[src/rtl/security_pkg.sv]
// Shared types and constants for the security-core sequencer.
package security_pkg;

  localparam int SEC_DW    = 32;
  localparam int SEC_DEPTH = 8;

  // Sequencer states: load into LIFO, move LIFO->FIFO (pop/push pairs), drain FIFO.
  typedef enum logic [2:0] {
    IDLE,
    LOAD,
    XFER_POP,
    XFER_PUSH,
    DRAIN,
    DONE
  } state_e;

endpackage

[src/rtl/sec_out_reg.sv]
// One-entry output holding register with valid/ready handshake and a last flag.
// A loaded word stays on out_data until the downstream accepts it.
module sec_out_reg
  import security_pkg::*;
#(
  parameter int DW = SEC_DW
) (
  input  logic          clk,
  input  logic          rst_n,
  input  logic          load_en,
  input  logic [DW-1:0] load_data,
  input  logic          load_last,
  input  logic          out_ready,
  output logic          out_valid,
  output logic [DW-1:0] out_data,
  output logic          out_last
);

  logic          valid_q, valid_d;
  logic [DW-1:0] data_q, data_d;
  logic          last_q, last_d;

  // Next-state: a load fills the slot, a handshake empties it; otherwise hold.
  always_comb begin
    valid_d = valid_q;
    data_d  = data_q;
    last_d  = last_q;
    if (load_en) begin
      valid_d = 1'b1;
      data_d  = load_data;
      last_d  = load_last;
    end else if (valid_q && out_ready) begin
      valid_d = 1'b0;
      last_d  = 1'b0;
    end
  end

  // Slot registers.
  always_ff @(posedge clk or negedge rst_n) begin
    if (!rst_n) begin
      valid_q <= 1'b0;
      data_q  <= '0;
      last_q  <= 1'b0;
    end else begin
      valid_q <= valid_d;
      data_q  <= data_d;
      last_q  <= last_d;
    end
  end

  assign out_valid = valid_q;
  assign out_data  = data_q;
  assign out_last  = last_q;

endmodule

[src/rtl/security_seq_ctrl.sv]
// Sequencer for the security core: host packet -> LIFO, LIFO -> FIFO (word order
// reversed), FIFO -> output stream. All core strobes and status outputs are registered.
module security_seq_ctrl
  import security_pkg::*;
#(
  parameter int DW    = SEC_DW,
  parameter int DEPTH = SEC_DEPTH,
  parameter int CW    = $clog2(DEPTH + 1)
) (
  input  logic          clk,
  input  logic          rst_n,
  input  logic          start,
  output logic          busy,
  output logic          done,
  input  logic          in_valid,
  output logic          in_ready,
  input  logic [DW-1:0] in_data,
  input  logic          in_last,
  output logic          out_valid,
  input  logic          out_ready,
  output logic [DW-1:0] out_data,
  output logic          out_last,
  output logic          core_wr1,
  output logic          core_rd1,
  output logic          core_wr2,
  output logic          core_rd2,
  output logic [DW-1:0] core_data_in,
  input  logic [DW-1:0] core_data_out,
  input  logic [DW-1:0] core_lifo_out,
  input  logic          core_fifo_full,
  input  logic          core_fifo_empty
);

  localparam logic [CW-1:0] DEPTH_C = CW'(DEPTH);
  localparam logic [CW-1:0] ONE_C   = CW'(1);
  localparam logic [CW-1:0] ZERO_C  = '0;

  state_e        state_q, state_d;
  logic [CW-1:0] n_q, n_d;          // words loaded into the LIFO
  logic [CW-1:0] k_q, k_d;          // words moved LIFO -> FIFO
  logic [CW-1:0] r_q, r_d;          // words not yet accepted downstream
  logic          in_ready_q, in_ready_d;
  logic          busy_q, busy_d;
  logic          done_q, done_d;
  logic          wr1_q, wr1_d;
  logic          rd1_q, rd1_d;
  logic          wr2_q, wr2_d;
  logic          rd2_q, rd2_d;
  logic [DW-1:0] data_in_q, data_in_d;
  logic          rd1_dly_q;         // core_data_out carries the popped word this cycle
  logic          rd2_dly_q;         // core_lifo_out carries the popped word this cycle
  logic          err_seq_q, err_seq_d;

  logic          out_hs;
  logic          rd_room;
  logic          ld_en;
  logic          ld_last;

  // Next-state, counters and strobe decode for the whole sequence.
  always_comb begin
    state_d   = state_q;
    n_d       = n_q;
    k_d       = k_q;
    r_d       = r_q;
    done_d    = 1'b0;
    wr1_d     = 1'b0;
    rd1_d     = 1'b0;
    wr2_d     = 1'b0;
    rd2_d     = 1'b0;
    data_in_d = data_in_q;
    err_seq_d = err_seq_q;
    ld_en     = 1'b0;
    ld_last   = 1'b0;
    out_hs    = out_valid && out_ready;
    // A new FIFO read may be issued when the slot is empty, or is being emptied
    // this cycle and at least one more word remains behind it.
    rd_room   = out_hs ? (r_q > ONE_C) : (!out_valid && (r_q != ZERO_C));

    case (state_q)
      IDLE: begin
        if (start) begin
          state_d   = LOAD;
          n_d       = ZERO_C;
          k_d       = ZERO_C;
          r_d       = ZERO_C;
          err_seq_d = 1'b0;
        end
      end

      LOAD: begin
        if (in_valid && in_ready_q) begin
          wr2_d     = 1'b1;
          data_in_d = in_data;
          n_d       = n_q + ONE_C;
          if (in_last || (n_q + ONE_C == DEPTH_C)) begin
            state_d = XFER_POP;
            k_d     = ZERO_C;
          end
        end
      end

      XFER_POP: begin
        // A full FIFO means the core holds stale words; stall without strobing.
        if (core_fifo_full) begin
          err_seq_d = 1'b1;
        end else begin
          rd2_d   = 1'b1;
          state_d = XFER_PUSH;
        end
      end

      XFER_PUSH: begin
        // Wait out the registered strobe and core read latency, then push the word.
        if (rd2_dly_q) begin
          wr1_d     = 1'b1;
          data_in_d = core_lifo_out;
          k_d       = k_q + ONE_C;
          if (k_q + ONE_C == n_q) begin
            state_d = DRAIN;
            r_d     = n_q;
          end else begin
            state_d = XFER_POP;
          end
        end
      end

      DRAIN: begin
        if (rd1_dly_q) begin
          ld_en   = 1'b1;
          ld_last = (r_q == ONE_C);
        end
        if (out_hs) begin
          r_d = r_q - ONE_C;
          if (out_last) begin
            state_d = DONE;
            done_d  = 1'b1;
          end
        end
        if (rd_room && !core_fifo_empty && !rd1_q && !rd1_dly_q) begin
          rd1_d = 1'b1;
        end
      end

      DONE: begin
        state_d = IDLE;
      end

      default: begin
        state_d = IDLE;
      end
    endcase

    in_ready_d = (state_d == LOAD);
    busy_d     = (state_d != IDLE);
  end

  // State, counters and registered outputs.
  always_ff @(posedge clk or negedge rst_n) begin
    if (!rst_n) begin
      state_q    <= IDLE;
      n_q        <= '0;
      k_q        <= '0;
      r_q        <= '0;
      in_ready_q <= 1'b0;
      busy_q     <= 1'b0;
      done_q     <= 1'b0;
      wr1_q      <= 1'b0;
      rd1_q      <= 1'b0;
      wr2_q      <= 1'b0;
      rd2_q      <= 1'b0;
      data_in_q  <= '0;
      rd1_dly_q  <= 1'b0;
      rd2_dly_q  <= 1'b0;
      err_seq_q  <= 1'b0;
    end else begin
      state_q    <= state_d;
      n_q        <= n_d;
      k_q        <= k_d;
      r_q        <= r_d;
      in_ready_q <= in_ready_d;
      busy_q     <= busy_d;
      done_q     <= done_d;
      wr1_q      <= wr1_d;
      rd1_q      <= rd1_d;
      wr2_q      <= wr2_d;
      rd2_q      <= rd2_d;
      data_in_q  <= data_in_d;
      rd1_dly_q  <= rd1_q;
      rd2_dly_q  <= rd2_q;
      err_seq_q  <= err_seq_d;
    end
  end

  sec_out_reg #(
    .DW(DW)
  ) u_out_reg (
    .clk      (clk),
    .rst_n    (rst_n),
    .load_en  (ld_en),
    .load_data(core_data_out),
    .load_last(ld_last),
    .out_ready(out_ready),
    .out_valid(out_valid),
    .out_data (out_data),
    .out_last (out_last)
  );

  assign in_ready     = in_ready_q;
  assign busy         = busy_q;
  assign done         = done_q;
  assign core_wr1     = wr1_q;
  assign core_rd1     = rd1_q;
  assign core_wr2     = wr2_q;
  assign core_rd2     = rd2_q;
  assign core_data_in = data_in_q;

endmodule

[config.mk]
export PLATFORM = sky130hd
export DESIGN_NAME = security_seq_ctrl
export DESIGN_NICKNAME = d
export VERILOG_FILES = /design/src/rtl/security_pkg.sv /design/src/rtl/sec_out_reg.sv /design/src/rtl/security_seq_ctrl.sv
export SDC_FILE = /design/constraint.sdc
export NUM_CORES = 1
export LEC_CHECK = 0
export CAP_MARGIN = 20
export CORE_ASPECT_RATIO = 0.6
export CORE_MARGIN = 4
export CORE_UTILIZATION = 25
export CTS_CLUSTER_DIAMETER = 100
export CTS_CLUSTER_SIZE = 10
export DETAILED_ROUTE_END_ITERATION = 8
export SLEW_MARGIN = 10
export SYNTH_ARGS = -nofsm -noshare
export SYNTH_HDL_FRONTEND = slang
export SYNTH_SLANG_ARGS = --single-unit
[constraint.sdc]
create_clock -name clk -period 1.55 [get_ports clk]
set_input_delay 0.155 -clock clk [delete_from_list [all_inputs] [get_ports clk]]
set_output_delay 0.155 -clock clk [all_outputs]
set_load 0.01 [all_outputs]
==> results of run 1 <==
[per-layer routing]
metal	GRT usage, %	vias to the layer above
met5	0	-
met4	3.31	0
met3	5.90	12
met2	22.3	178
met1	20.0	1881
li1	-	1970
[critical path: stages, from the launching register on]
cell	delay [ns]
dfrtp_1	0.42
nand2b_1	0.18
or2_4	0.28
o41a_1	0.52
mux2i_1	0.16
[power by group]
part	internal, mW	total [mW]	leakage, nW	switching (mW)
clock	1.41	2.36	0.152	0.946
sequential	2.96	3.39	0.981	0.434
combinational	3.00	5.59	2.02	2.59
[cells in the final DEF, fill, tap and decap left out, drive strengths merged, types with 7 or more instances in the layout]
cell	n
nand3	8
dfrtp	90
nand2	173
a31oi	32
o21ai	7
nor2	38
buf	61
clkdlybuf4s50	173
clkbuf	15
inv	11
[metrics by stage]
step | hold slack, ns | instance area, um^2 | setup TNS (ns) | worst slack, ns | cells
floorplan | -0.141 | 4080 | -0.131 | -0.0496 | 453
global placement | 0.145 | 6360 | -5.52 | -0.309 | 850
detailed placement | 0.151 | 6360 | -6.15 | -0.285 | 850
CTS | 0.339 | 6980 | -3.47 | -0.108 | 876
global route | 0.346 | 7290 | -5.99 | -0.192 | 890
finish | 0.349 | 7290 | -3.09 | -0.126 | 890
[cell type report]
class | count | area [um^2]
clock buffers | 9 | 225
clock inverters | 6 | 90.1
fillers | 1456 | 8340
inverters | 9 | 33.8
multi-input cells | 330 | 1830
flip-flops and latches | 90 | 2260
well taps | 203 | 254
repair buffers | 243 | 2600
[registers in the layout, summed over array words and instances (netlist names)]
name,cells
core_wr2,1
done,1
r_q,4
n_q,4
busy,1
core_rd2,1
u_out_reg.out_data,32
u_out_reg.out_last,1
core_wr1,1
core_data_in,32
state_q,3
core_rd1,1
in_ready,1
rd1_dly_q,1
rd2_dly_q,1
u_out_reg.out_valid,1
k_q,4
[logic make-up (layout without fill, tap and decap cells)]
| family | after synthesis | in the layout | share of synthesized area (%) |
|---|---|---|---|
| and+or+nand+nor | 249 | 249 | 26.0 |
| DFF | 90 | 90 | 55.5 |
| AOI/OAI and AO/OA | 68 | 68 | 11.3 |
| buffers and inverters | 33 | 267 | 3.86 |
| xor gates and xnor gates | 6 | 6 | 1.30 |
| adders and majority gates | 4 | 4 | 1.23 |
| muxes | 3 | 3 | 0.740 |
[what timing repair did]
action                     4_1_cts  5_1_grt
setup endpoints to repair       47       59
buffers inserted                 5        9
gates cloned                     5        7
gates resized for setup         20       31
hold buffers                     1        0
hold endpoints to repair        32        0
pin swaps                        1        6
[final timing paths]
kind | startpoint | end | slack, ns | depth (start not counted)
min reg2reg | core_rd2$_DFF_PN0_ | rd2_dly_q$_DFF_PN0_ | 0.38 | 0
max reg2reg | state_q[2]$_DFF_PN0_ | r_q[0]$_DFFE_PN0P_ | -0.13 | 4
max | state_q[2]$_DFF_PN0_ | r_q[0]$_DFFE_PN0P_ | -0.13 | 4
max in group asynchronous | rst_n | u_out_reg.out_data[1]$_DFFE_PN0P_ | 0.60 | 3
min | core_data_out[28] | u_out_reg.out_data[28]$_DFFE_PN0P_ | 0.35 | 3
min in group asynchronous | rst_n | u_out_reg.out_last$_DFFE_PN0P_ | 0.36 | 2
==> flow_metrics.py, run 1 <==
metrics = {
    "grt": {
        "grt_pass1_wl_um": 21400,
        "grt.overflow.total": 0,
        "first_global_vias": 4083,
        "antenna_found_initial": 0,
        "grt_max_degree": 36,
        "grt_use_total_pct": 14.8,
    },
    "routing": {
        "wl_per_cell_um": 16.9,
        "met3_length_um": 1550,
        "vias_per_cell": 4.54,
        "dr.pass1.iters": 5,
        "top_layer_used": "met4",
        "dr.first_iter.drc_count": 250,
        "vias": 4041,
        "ant_nets": 0,
        "route.met2.wl_um": 6460,
        "wirelength_um": 15100,
        "drc": 0,
        "met1_length_um": 6860,
    },
    "sta": {
        "max_freq_mhz": 597,
        "slew_viol_final": 0,
        "final.min_clock_period_ns": 1.68,
        "finClkSkew_ns": 0.00756,
        "finalWorstSetupSlack_ns": -0.126,
        "setup_viol": 44,
        "final_hold_viol_count": 0,
        "tightest_slew_ns": 0.479,
        "grt_setup_unrepaired": "yes",
        "min_period_over_period_pct": 108,
        "slew_headroom_pct": 68.0,
    },
    "clocking": {
        "clockBufferDepth": 2,
        "htreeDepth": 3,
        "clk_pin_slew_ns": 0.07,
        "cts_tree": "yes",
        "cts_made_buffers": 9,
        "cts_sinks": 90,
        "cts_root_buf": "clkbuf_16",
        "clk_latency_ns": 0.34,
    },
    "die": {
        "core_mm2": 0.0156,
        "die_y_um": 107,
        "initial_core_util_pct": 25.9,
        "die_w_um": 172,
        "dieArea_mm2": 0.0184,
        "rows": 35,
        "io_pins": 177,
    },
    "yosys": {
        "synth_top_area_cell": "dfrtp_1",
        "syn_avg_cell_area_um2": 8.95,
        "synth_top_cell_area_share_pct": 55.5,
        "synth_cell_type_count": 48,
        "synth-main-ff-cell": "dfrtp_1",
        "ys_top_cells_by_area": "dfrtp_1 56%, nand2_1 16%, a31oi_1 4.9%",
        "synth_area_mm2": 0.00406,
        "synth_most_common_cell": "nand2_1",
        "synth_commonest_cells": "173 x nand2_1, 90 x dfrtp_1, 38 x nor2_1",
        "async_flop_share_pct": 100,
        "netlist_instances": 453,
        "syn-num-nets": 561,
        "synth-edff-count": 0,
        "synth_seq_cells": 90,
        "yosys_warnings": 0,
        "synth_seq_area_share_pct": 55.5,
    },
    "placed_design": {
        "io_buffer_count": 176,
        "gp_congestion": 0.870,
        "hpwl_um": 9640,
    },
    "pwr": {
        "cellLeakagePower_nw": 3.15,
        "power_mw": 11.3,
        "peakVddDrop_mv": 0.720,
        "p_per_area_mw_per_mm2": 1550,
    },
    "worst_setup_path": {
        "start_kind": "flip-flop",
        "required_ns": 1.76,
        "arrival_ns": 1.89,
        "worstSetupEndpointType": "flip-flop",
        "crit_type": "reg -> reg",
        "critPathMaxFanout": 4,
    },
    "outcome": {
        "status": "finished, violations left",
        "violations": "negative setup slack",
    },
    "flow_run": {
        "maxCapViolations": 0,
    },
    "cells_and_area": {
        "nets": 791,
        "area_growth_syn_to_layout_pct": 79.8,
        "drive_above_1_share_pct": 17.3,
        "final_util_pct": 46.7,
        "antennaDiodeCount": 0,
    },
    "hold_path": {
        "holdCritPathClass": "in -> reg",
    },
}
No activity file was read; power rests on OpenSTA's default activity.
==> run 2, diff against run 1 <==
Settings changed: PLACE_DENSITY from default to 0.57.
==> flow_metrics.py, run 2 (synthesis results as in run 1) <==
metrics = {
    "outcome": {
        "status": "finished, violations left",
        "violations": "negative setup slack",
    },
    "grt": {
        "grt_use_total_pct": 16.5,
        "grt_pass1_wl_um": 23600,
        "grt.overflow.total": 0,
        "antenna_found_initial": 0,
        "grt_max_degree": 47,
        "first_global_vias": 4211,
    },
    "sta": {
        "min_period_over_period_pct": 111,
        "slew_viol_final": 0,
        "setup_viol": 63,
        "setup_tns_ns": -4.28,
        "grt_setup_unrepaired": "yes",
        "tightest_slew_ns": 0.395,
        "finalWorstSetupSlack_ns": -0.169,
        "final.min_clock_period_ns": 1.72,
        "final_hold_viol_count": 0,
        "finClkSkew_ns": 0.0129,
        "max_freq_mhz": 582,
        "slew_headroom_pct": 73.5,
        "hold_ws_ns": 0.278,
    },
    "cells_and_area": {
        "final_common_cell": "clkdlybuf4s50_1",
        "nets": 803,
        "fillers": 1358,
        "mostFrequentLayoutCells": "174 x clkdlybuf4s50_1, 115 x nand2_1, 86 x dfrtp_1, 40 x buf_4, 36 x nand2_2",
        "area_growth_syn_to_layout_pct": 97.4,
        "antennaDiodeCount": 0,
        "drive_above_1_share_pct": 31.6,
    },
    "worst_setup_path": {
        "rrSetupSlack_ns": -0.17,
        "arrival_ns": 1.92,
        "crit_type": "reg -> reg",
        "cp_slowest_cell": "o41a_1",
        "worstSetupEndpointType": "flip-flop",
        "required_ns": 1.75,
        "r2r-start": "state_q[2]$_DFF_PN0_",
        "r2r_cells": 5,
        "start_kind": "flip-flop",
        "slowest_delay_ns": 0.52,
        "crit_chain": "buf_6 > nand2b_4 > or2_4 > o41a_1 > mux2i_1",
        "worst_r2r_endpoint": "r_q[0]$_DFFE_PN0P_",
        "critPathMaxFanout": 4,
    },
    "routing": {
        "dr.pass1.iters": 4,
        "drc": 0,
        "vias": 4241,
        "ant_nets": 0,
        "vias_per_cell": 4.70,
        "wl_per_cell_um": 18.1,
        "wirelength_um": 16400,
        "dr.first_iter.drc_count": 226,
    },
    "clocking": {
        "cts_sinks": 90,
        "clockBufferDepth": 2,
        "clk_latency_ns": 0.33,
        "cts_made_buffers": 9,
        "htreeDepth": 3,
        "clk_pin_slew_ns": 0.07,
        "cts_root_buf": "clkbuf_16",
        "cts_tree": "yes",
    },
    "die": {
        "rows": 35,
        "dieArea_mm2": 0.0184,
        "die_y_um": 107,
        "core_mm2": 0.0156,
        "io_pins": 177,
        "die_w_um": 172,
        "initial_core_util_pct": 25.9,
    },
    "placed_design": {
        "gp_congestion": 0.808,
        "io_buffer_count": 176,
        "hpwl_um": 9800,
    },
    "pwr": {
        "seq_power_share_pct": 28.4,
        "power_mw": 12.1,
        "swShare_pct": 36.7,
        "p_per_area_mw_per_mm2": 1520,
        "internal_power_mw": 7.69,
        "peakVddDrop_mv": 0.868,
        "power.share.clock_pct": 18.4,
        "p_sw_mw": 4.46,
        "cellLeakagePower_nw": 3.28,
        "pwr-share-comb_pct": 53.2,
    },
    "flow_run": {
        "maxCapViolations": 0,
    },
    "hold_path": {
        "holdCritPathClass": "in -> async",
    },
}
-- run 2: changes by cell type in the layout (fill, tap and decap cells not counted), sizes merged --
cell	before	now
buf	61	79
clkinvlp	1	2
dlymetal6s2s	2	1
clkbuf	15	10
bufinv	2	1
clkdlybuf4s50	173	174
-- run 2: critical path: cells and delay by family, from the launching register on --
family          cells  cell delay (ns)
mux                 1             0.16
buf+inv             1             0.12
compound gates      1             0.52
flops               1             0.40
simple gates        2             0.39
-- run 2: power by group through the flow --
| stage | clock (mW) | combinational [mW] | sequential [mW] |
|---|---|---|---|
| 3_5_place_dp | 0 | 4.31 | 3.37 |
| 4_1_cts | 2.31 | 5.71 | 3.36 |
| 5_1_grt | 2.40 | 6.90 | 3.53 |
| 2_1_floorplan | 0 | 1.88 | 3.55 |
| 6_report | 2.24 | 6.46 | 3.45 |
| 3_3_place_gp | 0 | 4.27 | 3.34 |
-- run 2: final cells by class --
cell class              count  area, um^2  area share [%]
clock buffers              10         229            2.86
clock inverters             6        73.8           0.922
flip-flops and latches     90        2260            28.2
repair buffers            255        2770            34.6
inverters                   9        36.3           0.453
multi-input cells         330        2390            29.8
well taps                 203         254            3.17
-- run 2: timing repair --
| item | 4_1_cts | 5_1_grt |
|---|---|---|
| hold endpoints to repair | 24 | 0 |
| gates resized for setup | 71 | 133 |
| buffers inserted | 17 | 4 |
| pin swaps | 28 | 69 |
| hold buffers | 1 | 0 |
| gates cloned | 13 | 0 |
| endpoints found under the setup margin | 81 | 84 |
-- run 2: through the flow --
stage,setup WS [ns],cells,area [um^2],util [%]
5_1_grt,-0.232,903,8010,51.2
2_1_floorplan,-0.0496,453,4080,-
6_report,-0.169,903,8010,51.2
3_3_place_gp,-0.308,855,6390,40.9
3_5_place_dp,-0.298,855,6390,40.9
4_1_cts,-0.160,901,7430,47.6
-- run 2: worst max path at each step --
stage | start | to
finish | state_q[2]$_DFF_PN0_ | r_q[0]$_DFFE_PN0P_
global route | n_q[1]$_DFFE_PN0P_ | busy$_DFF_PN0_
CTS | k_q[1]$_DFFE_PN0P_ | r_q[0]$_DFFE_PN0P_
detailed placement | start | n_q[2]$_DFFE_PN0P_
global placement | start | n_q[2]$_DFFE_PN0P_
floorplan | n_q[1]$_DFFE_PN0P_ | busy$_DFF_PN0_
-- run 2: routing by layer --
layer,track usage [%],part of all wire [%],vias up
met2,25.2,46,171
met5,0,0,-
met4,3.48,0.59,0
met3,6.08,8.6,10
met1,22.4,45,2054
li1,-,-,2006
